--- src/rtl/adder_16bit_pkg.sv ---
// Shared constants for the registered carry-lookahead adder.
package adder_16bit_pkg;
  localparam int WIDTH_DEFAULT = 16;
  localparam int GROUP_SIZE    = 4;
endpackage

--- src/rtl/adder_16bit_if.sv ---
// Operand/result bundle between the adder and whatever drives it.
interface adder_16bit_if #(
  parameter int WIDTH = adder_16bit_pkg::WIDTH_DEFAULT
);
  logic [WIDTH-1:0] a;
  logic [WIDTH-1:0] b;
  logic             cin;
  logic [WIDTH-1:0] sum;
  logic             cout;
  logic             overflow;

  modport master (output a, output b, output cin, input sum, input cout, input overflow);
  modport slave  (input a, input b, input cin, output sum, output cout, output overflow);
endinterface

--- src/rtl/adder_16bit_cla_4bit.sv ---
// 4-bit carry-lookahead slice: flattened internal carries plus group P/G.
module cla_4bit (
  input  logic [3:0] a_i,
  input  logic [3:0] b_i,
  input  logic       cin_i,
  output logic [3:0] sum_o,
  output logic       pg_o,
  output logic       gg_o
);
  logic [3:0] p;
  logic [3:0] g;
  logic [3:0] c;

  assign p = a_i ^ b_i;
  assign g = a_i & b_i;

  // Each carry is a two-level sum of products of cin, so there is no ripple.
  assign c[0] = cin_i;
  assign c[1] = g[0] | (p[0] & cin_i);
  assign c[2] = g[1] | (p[1] & g[0]) | (p[1] & p[0] & cin_i);
  assign c[3] = g[2] | (p[2] & g[1]) | (p[2] & p[1] & g[0]) | (p[2] & p[1] & p[0] & cin_i);

  assign sum_o = p ^ c;
  assign pg_o  = &p;
  assign gg_o  = g[3] | (p[3] & g[2]) | (p[3] & p[2] & g[1]) | (p[3] & p[2] & p[1] & g[0]);
endmodule

--- src/rtl/adder_16bit.sv ---
// Registered adder: 4-bit CLA slices, second-level lookahead across groups,
// signed overflow from operand/result MSBs, one output register stage.
module adder_16bit
  import adder_16bit_pkg::*;
#(
  parameter int WIDTH = WIDTH_DEFAULT
) (
  input  logic          clk,
  input  logic          rst,
  adder_16bit_if.slave  bus
);
  localparam int NGROUPS = WIDTH / GROUP_SIZE;

  logic [WIDTH-1:0]   sum_d;
  logic               cout_d;
  logic               overflow_d;
  logic [WIDTH-1:0]   sum_q;
  logic               cout_q;
  logic               overflow_q;
  logic [NGROUPS-1:0] gp;
  logic [NGROUPS-1:0] gg;
  logic [NGROUPS:0]   gc;

  generate
    for (genvar gi = 0; gi < NGROUPS; gi++) begin : g_cla
      cla_4bit u_cla (
        .a_i   (bus.a[gi*GROUP_SIZE +: GROUP_SIZE]),
        .b_i   (bus.b[gi*GROUP_SIZE +: GROUP_SIZE]),
        .cin_i (gc[gi]),
        .sum_o (sum_d[gi*GROUP_SIZE +: GROUP_SIZE]),
        .pg_o  (gp[gi]),
        .gg_o  (gg[gi])
      );
    end
  endgenerate

  // Group carry j = OR_k (G[k] & P[k+1..j-1]) | (P[0..j-1] & cin), fully expanded.
  always_comb begin
    logic c_acc;
    logic term;
    gc    = '0;
    gc[0] = bus.cin;
    for (int j = 1; j <= NGROUPS; j++) begin
      c_acc = bus.cin;
      for (int k = 0; k < j; k++) c_acc = c_acc & gp[k];
      for (int k = 0; k < j; k++) begin
        term = gg[k];
        for (int m = k + 1; m < j; m++) term = term & gp[m];
        c_acc = c_acc | term;
      end
      gc[j] = c_acc;
    end
  end

  assign cout_d     = gc[NGROUPS];
  assign overflow_d = (bus.a[WIDTH-1] == bus.b[WIDTH-1]) && (sum_d[WIDTH-1] != bus.a[WIDTH-1]);

  always_ff @(posedge clk or posedge rst) begin
    if (rst) begin
      sum_q      <= '0;
      cout_q     <= 1'b0;
      overflow_q <= 1'b0;
    end else begin
      sum_q      <= sum_d;
      cout_q     <= cout_d;
      overflow_q <= overflow_d;
    end
  end

  assign bus.sum      = sum_q;
  assign bus.cout     = cout_q;
  assign bus.overflow = overflow_q;
endmodule

--- src/flat_wrapper.sv ---
// flat-port wrapper written by rule: the top's interface ports become plain ports
module adder_16bit_flat import adder_16bit_pkg::*;
#(
  parameter int WIDTH = WIDTH_DEFAULT
)
  (clk, rst, bus_a, bus_b, bus_cin, bus_sum, bus_cout, bus_overflow);
  adder_16bit_if #(.WIDTH(WIDTH)) bus_i ();
  input  logic clk;
  input  logic rst;
  input wire logic [$bits(bus_i.a)-1:0] bus_a;
  input wire logic [$bits(bus_i.b)-1:0] bus_b;
  input wire logic [$bits(bus_i.cin)-1:0] bus_cin;
  output wire logic [$bits(bus_i.sum)-1:0] bus_sum;
  output wire logic [$bits(bus_i.cout)-1:0] bus_cout;
  output wire logic [$bits(bus_i.overflow)-1:0] bus_overflow;
  assign bus_i.a = bus_a;
  assign bus_i.b = bus_b;
  assign bus_i.cin = bus_cin;
  assign bus_sum = bus_i.sum;
  assign bus_cout = bus_i.cout;
  assign bus_overflow = bus_i.overflow;
  adder_16bit #(.WIDTH(WIDTH)) u_core (.clk(clk), .rst(rst), .bus(bus_i));
endmodule
--- config.mk ---
export PLATFORM = sky130hd
export DESIGN_NAME = adder_16bit_flat
export DESIGN_NICKNAME = d
export VERILOG_FILES = /design/src/rtl/adder_16bit_pkg.sv /design/src/rtl/adder_16bit_if.sv /design/src/rtl/adder_16bit_cla_4bit.sv /design/src/rtl/adder_16bit.sv /design/src/flat_wrapper.sv
export SDC_FILE = /design/constraint.sdc
export NUM_CORES = 1
export LEC_CHECK = 0
export BUFFER_PORTS_ARGS = -buffer_cell sky130_fd_sc_hd__buf_4
export CAP_MARGIN = 20
export CELL_PAD_IN_SITES_DETAIL_PLACEMENT = 0
export CELL_PAD_IN_SITES_GLOBAL_PLACEMENT = 1
export CORE_MARGIN = 2
export CORE_UTILIZATION = 38
export CTS_CLUSTER_DIAMETER = 80
export DETAILED_ROUTE_END_ITERATION = 10
export PLACE_DENSITY_LB_ADDON = 0.1
export RECOVER_POWER = 50
export SLEW_MARGIN = 10
export SYNTH_ARGS = -nofsm -noshare
export SYNTH_HDL_FRONTEND = slang
export SYNTH_SLANG_ARGS = --single-unit
--- constraint.sdc ---
create_clock -name clk -period 1.1 [get_ports clk]
set_input_delay 0.165 -clock clk [delete_from_list [all_inputs] [get_ports clk]]
set_output_delay 0.165 -clock clk [all_outputs]
set_load 0.005 [all_outputs]
Word-level counts from Yosys, hierarchy flattened
Index checks and enable logic that the tools add are counted.

$add $sub $neg: 0. Multiply operators: 0. Divide/modulo/power cells: 0. Order comparisons: 0. Equal/unequal tests: 2. Shift-type cells: 0. Mux-type cells: 0. Bitwise operators: 124. Reduce and logical (&&, ||, !) cells: 5.

Operators with widths (number): $and 1x1->1 (66); $or 1x1->1 (46); $xor 4x4->4 (8); $and 4x4->4 (4); $reduce_and 4->1 (4); $eq 1x1->1 (1); $logic_and 1x1->1 (1); $ne 1x1->1 (1).

Flip-flop bits (word level): 18. Latch bits: 0. Bits in writable memories: 0. Bits in read-only memories: 0. Logic and storage cells: 134. Memories kept: 0.

Depth between registers and ports, before layout
Depth in word-level cells: 15. Mapped depth: 8. Depth with buffers taken out: 8.

By module
From an unflattened synthesis, not the netlist that was laid out.

Cell total of the unflattened synthesis: 116. Area, all modules: 1239.9 um^2.

Modules (own cells, without submodules): cla_4bit (times used 4, cells an instance 22, area each 182.7 um^2); adder_16bit (times used 1, cells an instance 28, area each 509.2 um^2).

Least setup slack after synthesis
OpenSTA, ideal clock, no wires.

Kind: input to register. Start point: in bus_b[2]. End point: reg u_core.sum_q[13], in the netlist u_core.bus.sum[13]. Library setup time: 0.128 ns. Arrival time: 1.953 ns. Required time: 0.972 ns. Path slack: -0.981 ns. Stages on the path: 8. Path buffers: 0. Cell sequence: ha_1 > a21o_1 > a21oi_2 > a21oi_2 > nand2b_1 > a211o_1 > fa_1 > xor2_1.

Cells in the longest elaborated chain, start to end: 13. Elaborated cells on any way between the ends: 22. Classes of those cells: 21 x bitwise; 1 x reduce/logical.

RTL lines: start, declared (line flat_wrapper.sv:11) `input wire logic [$bits(bus_i.b)-1:0] bus_b;`; $and 4x4->4 or $xor 4x4->4 (tied branches) (line adder_16bit_cla_4bit.sv:15, adder_16bit_cla_4bit.sv:14); $and 1x1->1 (line adder_16bit_cla_4bit.sv:25) `assign gg_o = g[3] | (p[3] & g[2]) | (p[3] & p[2] & g[1]) | (p[3] & p[2] & p[1] & g[0]);`; $or 1x1->1 or $and 1x1->1 (tied branches) (2 in a row) (line adder_16bit_cla_4bit.sv:25); $or 1x1->1 (line adder_16bit_cla_4bit.sv:25); $and 1x1->1 (2 in a row) (line adder_16bit.sv:48) `for (int m = k + 1; m < j; m++) term = term & gp[m];`; $or 1x1->1 * (3 in a row) (line adder_16bit.sv:49) `c_acc = c_acc | term;`; $and 1x1->1 * (line adder_16bit_cla_4bit.sv:19) `assign c[1] = g[0] | (p[0] & cin_i);`; $or 1x1->1 * (line adder_16bit_cla_4bit.sv:19); $xor 4x4->4 * (line adder_16bit_cla_4bit.sv:23) `assign sum_o = p ^ c;`; net u_core.g_cla[3].u_cla.sum_o[1] (line adder_16bit_cla_4bit.sv:6) `output logic [3:0] sum_o,`; end signal, assigned (line adder_16bit.sv:64) `sum_q <= sum_d;`; end, declared (line adder_16bit.sv:17) `logic [WIDTH-1:0] sum_q;`.

Mark *: on every way through the listed nets, which the timed path passes. The rest lies on a longest branch.

Final worst setup path
Ends and elaborated chain as after synthesis.

==> impl_metrics.env <==
export IMPL_run_status="finished, violations left"
export IMPL_violations="setup timing"
export IMPL_die_area_um2=3753
export IMPL_numPlacedInstances=243
export IMPL_hp_class="input pin to flop"
export IMPL_netlist_top_cells_area="dfrtp_1 (36%), ha_1 (16%), fa_1 (6.4%), xnor2_1 (4.2%), a21o_1 (2.4%)"
export IMPL_hold_viol_final=0
export IMPL_clock_path_buffers=2
export IMPL_nFillCells=244
export IMPL_crit_family="compound AO/OA/AOI/OAI gates"
export IMPL_layout_nets=262
export IMPL_vdd_drop_max_v=0.0004477
export IMPL_drive_above_1_share=0.6117
export IMPL_h_tree_depth=1
export IMPL_antenna_found_initial=0
export IMPL_synth_seq_area_share=0.3614
export IMPL_cpPeakStageDelay_ps=350
export IMPL_synth_warnings=0
export IMPL_diodes=0
export IMPL_synth_top_area_share=0.3614
export IMPL_period_share=1.547
export IMPL_min_period_ps=1702
export IMPL_synth_cell_area_um2=1246
export IMPL_ys_types=38
export IMPL_syn2layout_area_growth_pct=80.52
export IMPL_hold_end="u_core.bus.sum[4]"
export IMPL_syn_nets=167
export IMPL_numCtsBuffers=3
export IMPL_synth_main_ff_cell="dfrtp_1"
export IMPL_hold_depth=2
export IMPL_cp_arrival_ps=1880
export IMPL_die_x_um=61.27
export IMPL_finalNonFillerCells=250
export IMPL_overflow=0
export IMPL_maxSlewViolCount=0
export IMPL_firstDrtPassIters=4
export IMPL_num_vias=1220
export IMPL_fmax_mhz=587.6
export IMPL_root_buffer="clkbuf_4"
export IMPL_grt_pass1_vias=1232
export IMPL_dpl_hpwl_mm=2.706
export IMPL_synth_top_area_cell="dfrtp_1"
export IMPL_synth_cells=112
export IMPL_worstSetupStartpointType="input pin"
export IMPL_grt_first_pass_wirelength_mm=5.057
export IMPL_port_buffers=52
export IMPL_drt_iter0_drc=17
export IMPL_setup_ws_ps=-601.8
export IMPL_ys_ff_latch=18
export IMPL_core_um2=3078
export IMPL_globalplace_congestion=0.7835
export IMPL_drc=0
export IMPL_crit_chain="buf_6 > ha_4 > a21o_1 > a21oi_2 > a21oi_2 > nand2b_4 > a211o_1 > fa_2 > xor2_1"
export IMPL_synth_edf_count=0
export IMPL_hp_start="bus_a[4]"
export IMPL_seq_area_um2=450.4
export IMPL_pin_count=53
export IMPL_postSynthAreaPerCell_um2=11.13
export IMPL_setup_viol=14
export IMPL_drt_wl_total_mm=3.236
export IMPL_drtAntennaViolNets=0
export IMPL_total_leakage_power_uw=0.001061
export IMPL_grt_setup_unrepaired="true"
export IMPL_cp_common_cell="a21oi_2"
export IMPL_cts_sinks=18
export IMPL_routedWlPerCell_um=12.94
export IMPL_critical_path_class="input pin to flop"
export IMPL_tightest_slew_ps=430.6
export IMPL_viasPerCell=4.880
export IMPL_powerDensity_nw_per_um2=1023
export IMPL_slew_limit_headroom=0.7110
export IMPL_maxCapViolCount=0
export IMPL_async_reset_ff_frac=1.000
export IMPL_cts_tree="built"
export IMPL_start_util=0.4049
export IMPL_multi_input_area_um2=983.4
export IMPL_cp_end_kind="flop"
export IMPL_clkSlewWorstSetupHoldPaths_ps=100
export IMPL_track_usage=0.1789
export IMPL_crit_fanout=3
export IMPL_crit_slowest_cell="fa_2"
export IMPL_grt_max_degree=19
export IMPL_cp_required_ps=1280
export IMPL_rows=20
export IMPL_path_buf_inv=1
export IMPL_pre_cts_slack_ps=-936.4
export IMPL_die_y_um=61.27
export IMPL_post_route_util=0.7309
-- cells in the final DEF (no fill, tap or decap), types with 4 or more instances in the layout --
master,n
dfrtp_1,18
a21oi_2,5
buf_4,79
a21o_1,4
ha_4,11
inv_1,7
nor2_1,6
xnor2_1,5
buf_6,7
ha_1,4
clkbuf_4,4
-- where the power goes --
part	switching, uW	internal, uW
Sequential	40.9	790
Combinational	434	643
Clock	192	201
-- worst max-delay path by stage --
stage                     startpoint                  to  depth (start not counted)
final                       bus_b[2]  u_core.bus.sum[13]                          9
after global placement      bus_b[2]  u_core.bus.sum[13]                          9
after detailed placement    bus_b[2]  u_core.bus.sum[13]                          9
after floorplan             bus_b[2]  u_core.bus.sum[13]                          8
after global routing        bus_b[2]  u_core.bus.sum[13]                          9
after CTS                   bus_b[2]  u_core.bus.sum[13]                          9
-- sequential cells by signal, summed over array words and instances, names as in the netlist --
register / cells
u_core.bus.overflow: 1
u_core.bus.cout: 1
u_core.bus.sum: 16
-- cell type report --
class,count,area share
timing repair buffer,90,0.3103
multi-input combinational,87,0.4372
clock buffer,4,0.01613
sequential,18,0.2002
inverter,7,0.01168
tap,44,0.02447
-- routing by layer --
| metal | up-vias | share of wire | global-route usage |
|---|---|---|---|
| li1 | 595 | - | - |
| met1 | 580 | 0.42 | 0.2206 |
| met2 | 43 | 0.53 | 0.3222 |
| met3 | 2 | 0.053 | 0.008403 |
| met4 | 0 | 0.0040 | 0.07764 |
| met5 | - | 0 | 0 |
-- cell families after synthesis --
logic type	synth area share
fa+ha+maj	0.2249
xor+xnor	0.06326
compound gates	0.2078
mux	0.01204
buf+inv	0.02109
flops	0.3614
simple gates	0.1094
-- cells in the mapped netlist (all sizes together), types with 2 or more instances --
cell type and count:
o21ai 4, fa 4, nand3 3, a21o 4
nand2 3, xnor2 6, o21a 3, and3 2
nor2 7, a21oi 8, xor2 3, ha 16
a211oi 2, inv 7, nor2b 3, nand4 2
dfrtp 18
-- timing repair --
action,4_1_cts,5_1_grt
hold endpoints to repair,18,0
endpoints found under the setup margin,14,14
buffers inserted,1,3
pin swaps,6,4
gates resized for setup,6,12
hold buffers,1,0
-- per-stage QoR --
stage	hold WS, ps	area [um^2]	power (uW)	setup TNS [ps]
after floorplan	103.6	1410	1299	-5552
after global placement	195.8	2118	1819	-8970
after detailed placement	200.2	2118	1869	-9368
after CTS	186.1	2193	2291	-4417
after global routing	186.2	2250	2451	-6150
final	193.6	2250	2301	-5198
No activity file was read; power rests on OpenSTA's default activity.
